`src/rtl/fifo_umbrales.sv`:
```
// ---------------------------------------------------------------------------
// fifo_umbrales
//
// Threshold-aware synchronous FIFO. It buffers DATA_WIDTH-bit words in a
// 2^ADDR_WIDTH-deep register array and reports occupancy status against a
// low threshold (bajo) and a high threshold (alto) that are supplied live
// by the controlling state machine. Overflow and underflow requests are
// rejected without disturbing the stored data and latch a sticky error flag
// that only reset clears.
//
// Ports
//   clk           : single clock, all state changes on the rising edge
//   reset         : synchronous, active-high; overrides push/pop
//   push          : write request, data_in captured on the same edge
//   data_in       : write data
//   pop           : read request
//   bajo          : low threshold  (almost_empty = count <= bajo)
//   alto          : high threshold (almost_full  = count >= alto)
//   data_out      : registered read data, holds between pops
//   valid_out     : data_out carries a word popped on the previous edge
//   fifo_empty    : count == 0
//   fifo_full     : count == 2^ADDR_WIDTH
//   almost_empty  : count <= bajo
//   almost_full   : count >= alto
//   error_out     : sticky overflow/underflow indication
//   count         : current occupancy, 0 .. 2^ADDR_WIDTH
// ---------------------------------------------------------------------------
module fifo_umbrales #(
    parameter int DATA_WIDTH = 6,
    parameter int ADDR_WIDTH = 3
) (
    input  logic                  clk,
    input  logic                  reset,
    input  logic                  push,
    input  logic [DATA_WIDTH-1:0] data_in,
    input  logic                  pop,
    input  logic [ADDR_WIDTH-1:0] bajo,
    input  logic [ADDR_WIDTH-1:0] alto,
    output logic [DATA_WIDTH-1:0] data_out,
    output logic                  valid_out,
    output logic                  fifo_empty,
    output logic                  fifo_full,
    output logic                  almost_empty,
    output logic                  almost_full,
    output logic                  error_out,
    output logic [ADDR_WIDTH:0]   count
);

    localparam int DEPTH = 1 << ADDR_WIDTH;

    // Count is one bit wider than the pointers so that "full" (DEPTH) is
    // distinguishable from "empty" (0) without comparing pointers.
    localparam logic [ADDR_WIDTH:0]   CNT_ZERO = (ADDR_WIDTH+1)'(0);
    localparam logic [ADDR_WIDTH:0]   CNT_ONE  = (ADDR_WIDTH+1)'(1);
    localparam logic [ADDR_WIDTH:0]   CNT_FULL = (ADDR_WIDTH+1)'(DEPTH);
    localparam logic [ADDR_WIDTH-1:0] PTR_ZERO = ADDR_WIDTH'(0);
    localparam logic [ADDR_WIDTH-1:0] PTR_ONE  = ADDR_WIDTH'(1);
    localparam logic [DATA_WIDTH-1:0] DATA_ZERO = DATA_WIDTH'(0);

    // ------------------------------------------------------------------
    // State
    // ------------------------------------------------------------------
    logic [DATA_WIDTH-1:0] mem_r [DEPTH];
    logic [ADDR_WIDTH-1:0] wr_ptr_r;
    logic [ADDR_WIDTH-1:0] rd_ptr_r;
    logic [ADDR_WIDTH:0]   count_r;
    logic [DATA_WIDTH-1:0] data_out_r;
    logic                  valid_r;
    logic                  error_r;

    // ------------------------------------------------------------------
    // Combinational decode
    // ------------------------------------------------------------------
    logic                  empty_s;
    logic                  full_s;
    logic                  push_acc_s;
    logic                  pop_acc_s;
    logic                  overflow_s;
    logic                  underflow_s;
    logic [ADDR_WIDTH:0]   count_nxt_s;
    logic [ADDR_WIDTH-1:0] wr_ptr_nxt_s;
    logic [ADDR_WIDTH-1:0] rd_ptr_nxt_s;
    logic                  error_nxt_s;
    logic                  almost_empty_s;
    logic                  almost_full_s;

    // Occupancy status derived from the registered count.
    always_comb begin
        empty_s = (count_r == CNT_ZERO);
        full_s  = (count_r == CNT_FULL);
    end

    // Threshold compares use the live thresholds so a reprogrammed value
    // is reflected in the same cycle; no clamping is applied.
    always_comb begin
        almost_empty_s = (count_r <= {1'b0, bajo});
        almost_full_s  = (count_r >= {1'b0, alto});
    end

    // Request acceptance. A push into a full FIFO is still accepted when a
    // pop frees the oldest slot on the same edge: the write lands in the
    // slot being read, and the nonblocking read picks up the old word.
    // A pop from an empty FIFO is never accepted, even alongside a push,
    // because the pushed word is not readable until the next edge.
    always_comb begin
        push_acc_s  = push & (~full_s | pop);
        pop_acc_s   = pop & ~empty_s;
        overflow_s  = push & full_s & ~pop;
        underflow_s = pop & empty_s;
    end

    // Next-state for occupancy, pointers and the sticky error flag.
    always_comb begin
        count_nxt_s  = count_r;
        wr_ptr_nxt_s = wr_ptr_r;
        rd_ptr_nxt_s = rd_ptr_r;
        error_nxt_s  = error_r | overflow_s | underflow_s;

        case ({push_acc_s, pop_acc_s})
            2'b10:   count_nxt_s = count_r + CNT_ONE;
            2'b01:   count_nxt_s = count_r - CNT_ONE;
            default: count_nxt_s = count_r;
        endcase

        if (push_acc_s) begin
            wr_ptr_nxt_s = wr_ptr_r + PTR_ONE;
        end else begin
            wr_ptr_nxt_s = wr_ptr_r;
        end

        if (pop_acc_s) begin
            rd_ptr_nxt_s = rd_ptr_r + PTR_ONE;
        end else begin
            rd_ptr_nxt_s = rd_ptr_r;
        end
    end

    // Control state: pointers, occupancy and sticky error.
    always_ff @(posedge clk) begin
        if (reset) begin
            wr_ptr_r <= PTR_ZERO;
            rd_ptr_r <= PTR_ZERO;
            count_r  <= CNT_ZERO;
            error_r  <= 1'b0;
        end else begin
            wr_ptr_r <= wr_ptr_nxt_s;
            rd_ptr_r <= rd_ptr_nxt_s;
            count_r  <= count_nxt_s;
            error_r  <= error_nxt_s;
        end
    end

    // Storage array; contents are not reset, only the pointers are.
    always_ff @(posedge clk) begin
        if (!reset && push_acc_s) begin
            mem_r[wr_ptr_r] <= data_in;
        end
    end

    // Registered read port: data_out holds its value between pops while
    // valid_out marks the single cycle following each accepted pop.
    always_ff @(posedge clk) begin
        if (reset) begin
            data_out_r <= DATA_ZERO;
            valid_r    <= 1'b0;
        end else if (pop_acc_s) begin
            data_out_r <= mem_r[rd_ptr_r];
            valid_r    <= 1'b1;
        end else begin
            data_out_r <= data_out_r;
            valid_r    <= 1'b0;
        end
    end

    // ------------------------------------------------------------------
    // Outputs
    // ------------------------------------------------------------------
    assign data_out     = data_out_r;
    assign valid_out    = valid_r;
    assign fifo_empty   = empty_s;
    assign fifo_full    = full_s;
    assign almost_empty = almost_empty_s;
    assign almost_full  = almost_full_s;
    assign error_out    = error_r;
    assign count        = count_r;

endmodule

```
`config.mk`:
```
export PLATFORM = sky130hd
export DESIGN_NAME = fifo_umbrales
export DESIGN_NICKNAME = d
export VERILOG_FILES = /design/src/rtl/fifo_umbrales.sv
export SDC_FILE = /design/constraint.sdc
export NUM_CORES = 1
export LEC_CHECK = 0
export BUFFER_PORTS_ARGS = -buffer_cell sky130_fd_sc_hd__buf_2
export CAP_MARGIN = 20
export CORE_UTILIZATION = 52
export CTS_CLUSTER_SIZE = 8
export DETAILED_ROUTE_END_ITERATION = 16
export PLACE_DENSITY = 0.75
export SETUP_SLACK_MARGIN = 0.1
export SYNTH_ARGS = -nofsm -noshare
export SYNTH_HDL_FRONTEND = slang
export SYNTH_SLANG_ARGS = --single-unit
```
`constraint.sdc`:
```
create_clock -name clk -period 2.4 [get_ports clk]
set_input_delay 0.48 -clock clk [delete_from_list [all_inputs] [get_ports clk]]
set_output_delay 0.48 -clock clk [all_outputs]
set_load 0.005 [all_outputs]
```
# Word-level counts from Yosys, hierarchy flattened
# Memories as Yosys holds them, arrays and structs flattened. A register that Yosys moved wholly into a read port is not among the register bits.
# Cells that the tools add are included.
dict set report totals {
  output_inout_bits 16
  inputBits 16
  register_bits 12
  ram_bits 48
  memories 1
}
dict set report op_classes {
  n_mux 4
  bitwise 11
  n_reduce_logical 4
  eq_ne 3
  n_lt_le_gt_ge 2
  addsub 4
}
# name words word_bits rd rd_clocked_by_memory_dff write_ports line_no
set mem_list {}
lappend mem_list {mem_r 8 6 1 1 1 63} ;# logic [DATA_WIDTH-1:0] mem_r [DEPTH];
# cell n
set ops {}
lappend ops {{4-bit case mux with 2 select lines} 1}
lappend ops {{3-bit by 1-bit adder with 3-bit output, second input constant} 2}
lappend ops {{1-bit AND} 5}
lappend ops {{4-bit by 1-bit adder with 4-bit output, second input constant} 1}
lappend ops {{4-bit == test, second input constant} 1}
lappend ops {{4-bit by 3-bit greater-or-equal comparator with 1-bit output} 1}
lappend ops {{4-bit by 3-bit less-or-equal comparator with 1-bit output} 1}
lappend ops {{4-bit logical NOT} 1}
lappend ops {{4-bit by 1-bit subtractor with 4-bit output, second input constant} 1}
lappend ops {{1-bit 2-to-1 mux} 3}
lappend ops {{1-bit inverter} 3}
lappend ops {{1-bit OR} 3}
lappend ops {{2-bit by 1-bit == test with 1-bit output, second input constant} 1}
lappend ops {{2-bit == test, second input constant} 1}
lappend ops {{2-bit nonzero test} 1}
lappend ops {{1-bit logical AND} 1}
lappend ops {{1-bit logical NOT} 1}

# Longest topological paths before layout
# Gate-level depths: netlist of the first run.
dict set report logic_depth {
  depth_word 7
  ltp_mapped 11
  depth_no_buf 10
}

# Worst setup path after synthesis of the first run
# OpenSTA, ideal clock, no wires.
dict set report synth_timing {
  path_type {reg2reg}
  startpoint {register count_r[3] (netlist: count[3])}
  endpoint {register count_r[3] (netlist: count[3])}
  path_stages_with_launch 10
  setup_slack_ps -73
  required_time_ps 2329
  arrival_time_ps 2402
  synth_period_minus_slack_ps 2473
  path_cell_list {dfxtp_1 -> buf_6 -> o41a_1 -> buf_4 -> ha_1 -> ha_1 -> a21oi_1 -> a21oi_1 -> or4_1 -> a21oi_1}
}
dict set report synth_via {
  elab_cells_between_ends 13
  cone_classes {add/sub (2); eq/ne (3); mux (1); bitwise (5); reduce/logical (2)}
}
# element line_no
set synth_lines {}
lappend synth_lines {{start: declaration} 66} ;# logic [ADDR_WIDTH:0] count_r;
lappend synth_lines {{start signal: assignment} 148} ;# count_r <= count_nxt_s;
lappend synth_lines {{4-bit logical NOT *} 89} ;# empty_s = (count_r == CNT_ZERO);
lappend synth_lines {{1-bit inverter *} 107} ;# pop_acc_s = pop & ~empty_s;
lappend synth_lines {{1-bit AND *} 107}
lappend synth_lines {{named net pop_acc_s} 77} ;# logic pop_acc_s;
lappend synth_lines {{2-bit by 1-bit == test with 1-bit output or 2-bit == test (tied branches)} 119} ;# case ({push_acc_s, pop_acc_s})
lappend synth_lines {{4-bit case mux with 2 select lines or 2-bit nonzero test (tied branches)} --}
# Mark *: on every way through the listed nets, which the timed path passes. The rest lies on a longest branch.
# A chain may end at the register's enable or synchronous reset.

# Worst setup path in the final report of the first run
dict set report layout_timing {
  startpoint {register count_r[0] (netlist: count[0])}
  endpoint {register count_r[3] (netlist: count[3])}
}
dict set report layout_via {
  elab_chain_len 6
  elab_cells_between_ends 13
  cone_classes {add/sub (2); eq/ne (3); mux (1); bitwise (5); reduce/logical (2)}
}
# element line_no
set layout_lines {}
lappend layout_lines {{4-bit == test} 90} ;# full_s = (count_r == CNT_FULL);
lappend layout_lines {{1-bit inverter} 106} ;# push_acc_s = push & (~full_s | pop);
lappend layout_lines {{1-bit OR} 106}
lappend layout_lines {{1-bit AND} 106}
lappend layout_lines {{2-bit by 1-bit == test with 1-bit output or 2-bit == test (tied branches)} 119}
lappend layout_lines {{4-bit case mux with 2 select lines or 2-bit nonzero test (tied branches)} --}
# Parallel ways exist; a longest one is shown, timed or not.

==> results of run 1 <==
-- worst min-delay path, delay by kind of cell --
family | cells | cell delay [ps]
simple gates | 1 | 40
buf+inv | 2 | 180
-- path summary, 6_finish.rpt --
kind	endpoint	cells after the start	from
worst max register to register	count[3]$_SDFFE_PP0P_	7	count[0]$_SDFFE_PP0P_
worst max-delay path	count[3]$_SDFFE_PP0P_	7	count[0]$_SDFFE_PP0P_
worst min register to register	error_out$_SDFF_PP0_	2	error_out$_SDFF_PP0_
worst min-delay path	valid_out$_SDFF_PP0_	3	pop
-- final cells by class --
cell class	count	area [sq um]	area share
Tap cell	70	87.6	0.0256
Multi-Input combinational cell	108	981	0.287
Timing Repair Buffer	48	287	0.0838
Inverter	9	36.3	0.0106
Sequential cell	66	1810	0.529
Clock buffer	10	128	0.0373
Clock inverter	6	90.1	0.0264
-- state kept, by name, indices dropped and copies added (netlist names) --
register,flops
wr_ptr_r,3
mem_r,48
valid_out,1
error_out,1
count,4
rd_ptr_r,3
data_out,6
-- per-stage QoR --
| stage | utilization | hold WS (ps) | setup WS, ps | power, mW |
|---|---|---|---|---|
| 5_1_grt | 0.669 | 407 | 38.0 | 3.75 |
| 2_1_floorplan | - | 460 | 114 | 2.09 |
| 3_3_place_gp | 0.607 | 452 | 111 | 2.37 |
| 4_1_cts | 0.652 | 391 | 70.1 | 3.42 |
| 6_report | 0.669 | 415 | 97.1 | 3.53 |
| 3_5_place_dp | 0.607 | 454 | 52.6 | 2.39 |
-- power by group --
group	total (mW)	switching [mW]	internal, mW
sequential	1.42	0.0804	1.34
combinational	1.11	0.538	0.569
clock	1.00	0.416	0.588
-- logic make-up after synthesis --
group | after synthesis | synth area share
flops | 66 | 0.651
mux | 13 | 0.101
fa+ha+maj | 12 | 0.0570
simple gates | 55 | 0.0950
buf+inv | 16 | 0.0289
compound gates | 24 | 0.0538
xor+xnor | 4 | 0.0127
-- cell usage in the layout (no fill, tap or decap), types with 9 or more instances in the layout --
| cell type | instances |
|---|---|
| sky130_fd_sc_hd__buf_2 | 31 |
| sky130_fd_sc_hd__clkbuf_8 | 9 |
| sky130_fd_sc_hd__dfxtp_1 | 14 |
| sky130_fd_sc_hd__nor2_1 | 21 |
| sky130_fd_sc_hd__nor3_1 | 10 |
| sky130_fd_sc_hd__buf_4 | 16 |
| sky130_fd_sc_hd__mux4_2 | 12 |
| sky130_fd_sc_hd__edfxtp_1 | 48 |
-- metal layers --
layer  wire length (microns)  part of all wire  track usage
met5                       0                 0            0
met3                     312             0.061       0.0522
met2                    2430              0.48        0.307
met1                    2270              0.45        0.264
met4                      66             0.013        0.132
-- timing repair --
item | in CTS | in global routing
gates cloned | 0 | 0
gates resized for setup | 5 | 16
setup buffers | 1 | 2
pin swaps | 0 | 8
setup endpoints to repair | 2 | 3
==> implementation parameters, run 1 <==
Parameter                              Value

Setup path
  Crit end category    flop
  Startpoint kind of the worst setup timing path    flop
  FF-to-FF setup slack    100 ps
  Buf/Inv on CP    0
  Critical-path top delay cell    sky130_fd_sc_hd__o41a_1
  Family of cells with the greatest summed delay on the critical path    simple AND/OR/NAND/NOR gates
  CP max stage delay    480 ps
  Highest fanout seen on the critical path    4
  Crit path DAT    2570 ps
  Type of the setup path with the least slack    flop to flop
  Cell breakdown of the critical path    o41a_1 > ha_4 > ha_2 > nand3_4 > and3_4 > or4_4 > a21oi_2
  Required time reported for the critical path endpoint    2660 ps

Outcome
  Result of the run    finished, final reports clean

Drt
  Final routed wire length divided by cell count    16.0 microns
  Number of detailed-routing iterations run before antenna repair    4
  Iteration-0 DRC Markers    92
  Via density per instance    5.38
  Routed wire length    5080 microns
  Post-DRT Antenna Nets    0
  Count of vias placed by the detailed router    1707
  Count of unresolved DRC violations after routing    0

GRT
  Antenna violations before repair    0
  First-pass GRT wire length    7560 microns
  Number of global-route vias before repair    1515
  Maximum number of pins on one net before global-route repair    23
  Global Route Usage Sum    0.204
  Global route overflow    0

Power and ir drop
  Cell leakage power    1.27 nW
  VDD IR-drop max    613 uV
  Power per standard cell area    1030 nW/um^2

Yosys
  Most used flip-flop cell after synthesis    sky130_fd_sc_hd__edfxtp_1
  Number of warnings printed during yosys synthesis    0
  Post-synth ARST share    0
  Number of flops mapped to enable cells by yosys    48
  Average instance area after synthesis    14.6 sq um
  Part of the Yosys area used for sequential elements    0.651
  Most frequent cells after synthesis    sky130_fd_sc_hd__edfxtp_1 (48), sky130_fd_sc_hd__nor2_1 (21), sky130_fd_sc_hd__dfxtp_1 (18)
  Net count after synthesis    218
  Leading cell types by total area after synthesis    sky130_fd_sc_hd__edfxtp_1 (52%), sky130_fd_sc_hd__dfxtp_1 (13%), sky130_fd_sc_hd__mux4_2 (9.8%)
  Cell type contributing the most total cell area after synthesis    sky130_fd_sc_hd__edfxtp_1
  Syn Inst Count    190
  Post-Synthesis Cell Area    2770 sq um
  Cell variety after synth    34
  Flop and latch count out of synthesis    66
  Top-count cell post-synth    sky130_fd_sc_hd__edfxtp_1
  Fraction of synthesized cell area taken by the top area cell type    0.521

Placed design
  Placed wire-length estimate    3260 microns
  Area after DPL    3100 sq um
  Weighted congestion at the end of routability-driven global placement    0.762
  Buffers on Ports    31
  Number of placed cells counting well taps    298

Layout
  FILL cells    382
  Net total in the final layout    270
  Layout Cells excl Fill    317
  Final std cell area, no fill    3420 sq um
  Number of diodes    0
  Layout-stage area growth over the synthesis result    23.6%
  Share of layout cells above drive strength 1    0.385

STA
  Actual transition at the worst max-transition pin    624 ps
  Final Slew Violations    0
  Unrepaired setup endpoints after global routing    yes
  Accumulated negative setup slack    0 ps
  Highest clock frequency the design can meet    434 MHz
  Final worst-path cycle share    0.960
  Final-report setup violation count    0
  Worst max-slew margin expressed relative to the limit    0.584
  Post-route clock skew    8.14 ps
  Final min period    2300 ps
  Fin. Hold Viols    0

Floorplanning
  Number of placement rows    26
  Die width    74.9 microns
  Floorplan die area    5620 sq um
  IO Pins    32
  Initial cell density of the core    0.542
  Core ar.    5110 sq um
  Die Y-Extent    74.9 microns

Clock tree
  Clk Latency, worst-skew pair    330 ps
  Clock-pin slew reported for the worst setup and hold paths after clock tree synthesis    70 ps
  Bufs on Longest Clock Path    2
  Clock buffers created by TritonCTS    9
  H-Tree Level Count    3
  Root Driver    sky130_fd_sc_hd__clkbuf_8
  Hold_buf cts    0
  Clock net sink count    66
  CTS tree    done

Job
  Count of maximum capacitance violations    0

Hold path
  Worst hold path type    input port to flop
Power figures use the tool's default switching activity.
==> inputs of run 2 (changes only) <==
--- a/config.mk
+++ b/config.mk
@@ -10,6 +10,7 @@
 export CORE_UTILIZATION = 52
 export CTS_CLUSTER_SIZE = 8
 export DETAILED_ROUTE_END_ITERATION = 16
+export GPL_TIMING_DRIVEN = 0
 export PLACE_DENSITY = 0.75
 export SETUP_SLACK_MARGIN = 0.1
 export SYNTH_ARGS = -nofsm -noshare
==> implementation parameters, run 2 (synthesis gave the netlist of run 1 again) <==
Parameter                              Value

STA
  Unrepaired setup endpoints after global routing    yes
  Accumulated negative setup slack    0 ps (unchanged)
  Fin. Hold Viols    0 (unchanged)
  Post-route clock skew    6.41 ps (-1.73 ps)
  Actual transition at the worst max-transition pin    946 ps (+322 ps)
  Final Slew Violations    0 (unchanged)
  Final min period    2310 ps (+2.67 ps)
  Final-report setup violation count    0 (unchanged)
  Worst max-slew margin expressed relative to the limit    0.364 (-0.219)
  Highest clock frequency the design can meet    434 MHz (-0.12%)
  Final worst-path cycle share    0.961 (+0.00111)

Floorplanning
  IO Pins    32 (unchanged)
  Floorplan die area    5620 sq um (unchanged)
  Core ar.    5110 sq um (unchanged)
  Die Y-Extent    74.9 microns (unchanged)
  Initial cell density of the core    0.542 (unchanged)
  Die width    74.9 microns (unchanged)
  Number of placement rows    26 (unchanged)

Clock tree
  Clock net sink count    66 (unchanged)
  H-Tree Level Count    3 (unchanged)
  Root Driver    sky130_fd_sc_hd__clkbuf_8
  Clk Latency, worst-skew pair    340 ps (about the same)
  Hold_buf cts    0 (unchanged)
  Clock-pin slew reported for the worst setup and hold paths after clock tree synthesis    60 ps (about the same)
  Bufs on Longest Clock Path    2 (unchanged)
  CTS tree    done
  Clock buffers created by TritonCTS    9 (unchanged)

Layout
  Number of diodes    0 (unchanged)
  Register bank with the most flops    mem_r
  Layout-stage area growth over the synthesis result    20.4%
  Number of flip-flops under the largest register name    48 (unchanged)
  Top library cells by usage in the layout, fill and taps aside    sky130_fd_sc_hd__edfxtp_1 (48), sky130_fd_sc_hd__buf_2 (34), sky130_fd_sc_hd__nor2_1 (21), sky130_fd_sc_hd__dfxtp_1 (15), sky130_fd_sc_hd__mux4_2 (12)
  FILL cells    369 (-3.4%)
  Final std cell area, no fill    3330 sq um (-2.6%)
  Share of layout cells above drive strength 1    0.340 (-0.0445)
  Fraction of the core area covered by cells at the end of the flow    0.652 (-0.0171)
  Net total in the final layout    267 (-1.1%)
  Most frequent standard cell in the layout excluding fill and tap cells    sky130_fd_sc_hd__edfxtp_1

Placed design
  Area after DPL    3070 sq um (-1.1%)
  Weighted congestion at the end of routability-driven global placement    0.780 (+2.3%)
  Placed wire-length estimate    3410 microns (+4.5%)
  Buffers on Ports    31 (unchanged)

GRT
  Global route overflow    0 (unchanged)
  Number of global-route vias before repair    1566 (+3.4%)
  Maximum number of pins on one net before global-route repair    13 (-43%)
  First-pass GRT wire length    7580 microns (+0.28%)
  Antenna violations before repair    0 (unchanged)
  Global Route Usage Sum    0.203 (-0.000581)

Job
  Count of maximum capacitance violations    0 (unchanged)

Hold path
  Worst hold path type    input port to flop
  Worst hold stages    1 (-2)
  Min-Delay Startpoint    data_in[2]

Power and ir drop
  VDD IR-drop max    620 uV (+1.1%)
  Cell leakage power    1.23 nW (-3.5%)
  Power per standard cell area    1010 nW/um^2 (-2.3%)

Setup path
  Buf/Inv on CP    2 (+2)
  Startpoint kind of the worst setup timing path    flop
  Required time reported for the critical path endpoint    2670 ps (about the same)
  Crit end category    flop
  Type of the setup path with the least slack    flop to flop
  Cell breakdown of the critical path    buf_6 > o41a_1 > buf_6 > ha_4 > ha_4 > a21oi_2 > and3_1 > or4_1 > a21oi_2
  Reg2reg start    count[3]$_SDFFE_PP0P_
  Depth of the critical timing path with buffers and inverters included    9 (+2)
  Highest fanout seen on the critical path    10 (+6)
  CP max stage delay    430 ps (-50 ps)
  Critical-path top delay cell    sky130_fd_sc_hd__o41a_1
  Crit path DAT    2580 ps (about the same)
  Family of cells with the greatest summed delay on the critical path    compound AO/OA/AOI/OAI gates
  FF-to-FF setup slack    90 ps (about the same)
  Crit path from    count[3]$_SDFFE_PP0P_
  FF-to-FF path depth    9 (+2)

Drt
  Routed wire length    5060 microns (-0.39%)
  Via density per instance    5.47 (+1.6%)
  Number of detailed-routing iterations run before antenna repair    4 (unchanged)
  Final routed wire length divided by cell count    16.1 microns (+0.56%)
  Count of vias placed by the detailed router    1718 (+0.64%)
  Iteration-0 DRC Markers    82 (-11%)
  Count of unresolved DRC violations after routing    0 (unchanged)
  Post-DRT Antenna Nets    0 (unchanged)

Outcome
  Result of the run    finished, final reports clean
[run 2: changes by cell type in the layout (fill, tap and decap cells not counted), sizes merged]
cell	previous run	this run
buf	48	42
bufinv	2	1
clkbuf	10	14
clkinvlp	1	2
inv	10	9
[run 2: cell type report]
class                      count  area (sq um)  share of cell area
sequential                    66          1810               0.544
multi-input combinational    108           947               0.284
timing repair buffer          38           203              0.0609
clock buffer                  11           141              0.0424
tap                           70          87.6              0.0263
clock inverter                 5          55.1              0.0165
buffer                         7          50.0              0.0150
inverter                       9          36.3              0.0109
[run 2: where the power goes]
| part | switching (mW) | leakage (nW) | internal (mW) |
|---|---|---|---|
| Clock | 0.393 | 0.0953 | 0.504 |
| Combinational | 0.499 | 0.552 | 0.525 |
| Sequential | 0.0987 | 0.583 | 1.34 |
[run 2: per-stage QoR]
stage          instances  total power, mW  setup slack, ps  hold WS, ps
2_1_floorplan        190             2.09              114          460
3_3_place_gp         291             2.35             -327          456
3_5_place_dp         293             2.38            -62.4          476
4_1_cts              312             3.34             75.8          386
5_1_grt              314             3.56             17.4          396
6_report             314             3.36             94.4          406
[run 2: worst register-to-register path: cells and delay by family (launching register included)]
family                     cells  cell delay, ps
buffers and inverters          2             270
adders and majority gates      2             450
AOI/OAI and AO/OA              3             600
DFF                            1             320
and+or+nand+nor                2             590
[run 2: worst paths after layout]
path | end
worst max-delay path | count[3]$_SDFFE_PP0P_
worst min-delay path | mem_r[5][2]$_DFFE_PP_
worst max register to register | count[3]$_SDFFE_PP0P_
worst min register to register | data_out[0]$_SDFFE_PP0P_
[run 2: layer usage]
layer	GRT usage	routed length, microns	vias to the layer above
met5	0	0	-
met1	0.256	2170	826
met2	0.322	2460	77
met4	0.0776	40	0
li1	-	-	811
met3	0.0750	392	4
[run 2: what timing repair did]
item,CTS,global route
buffers inserted,3,2
endpoints found under the setup margin,3,2
resized for setup,7,4
pin swaps,3,1
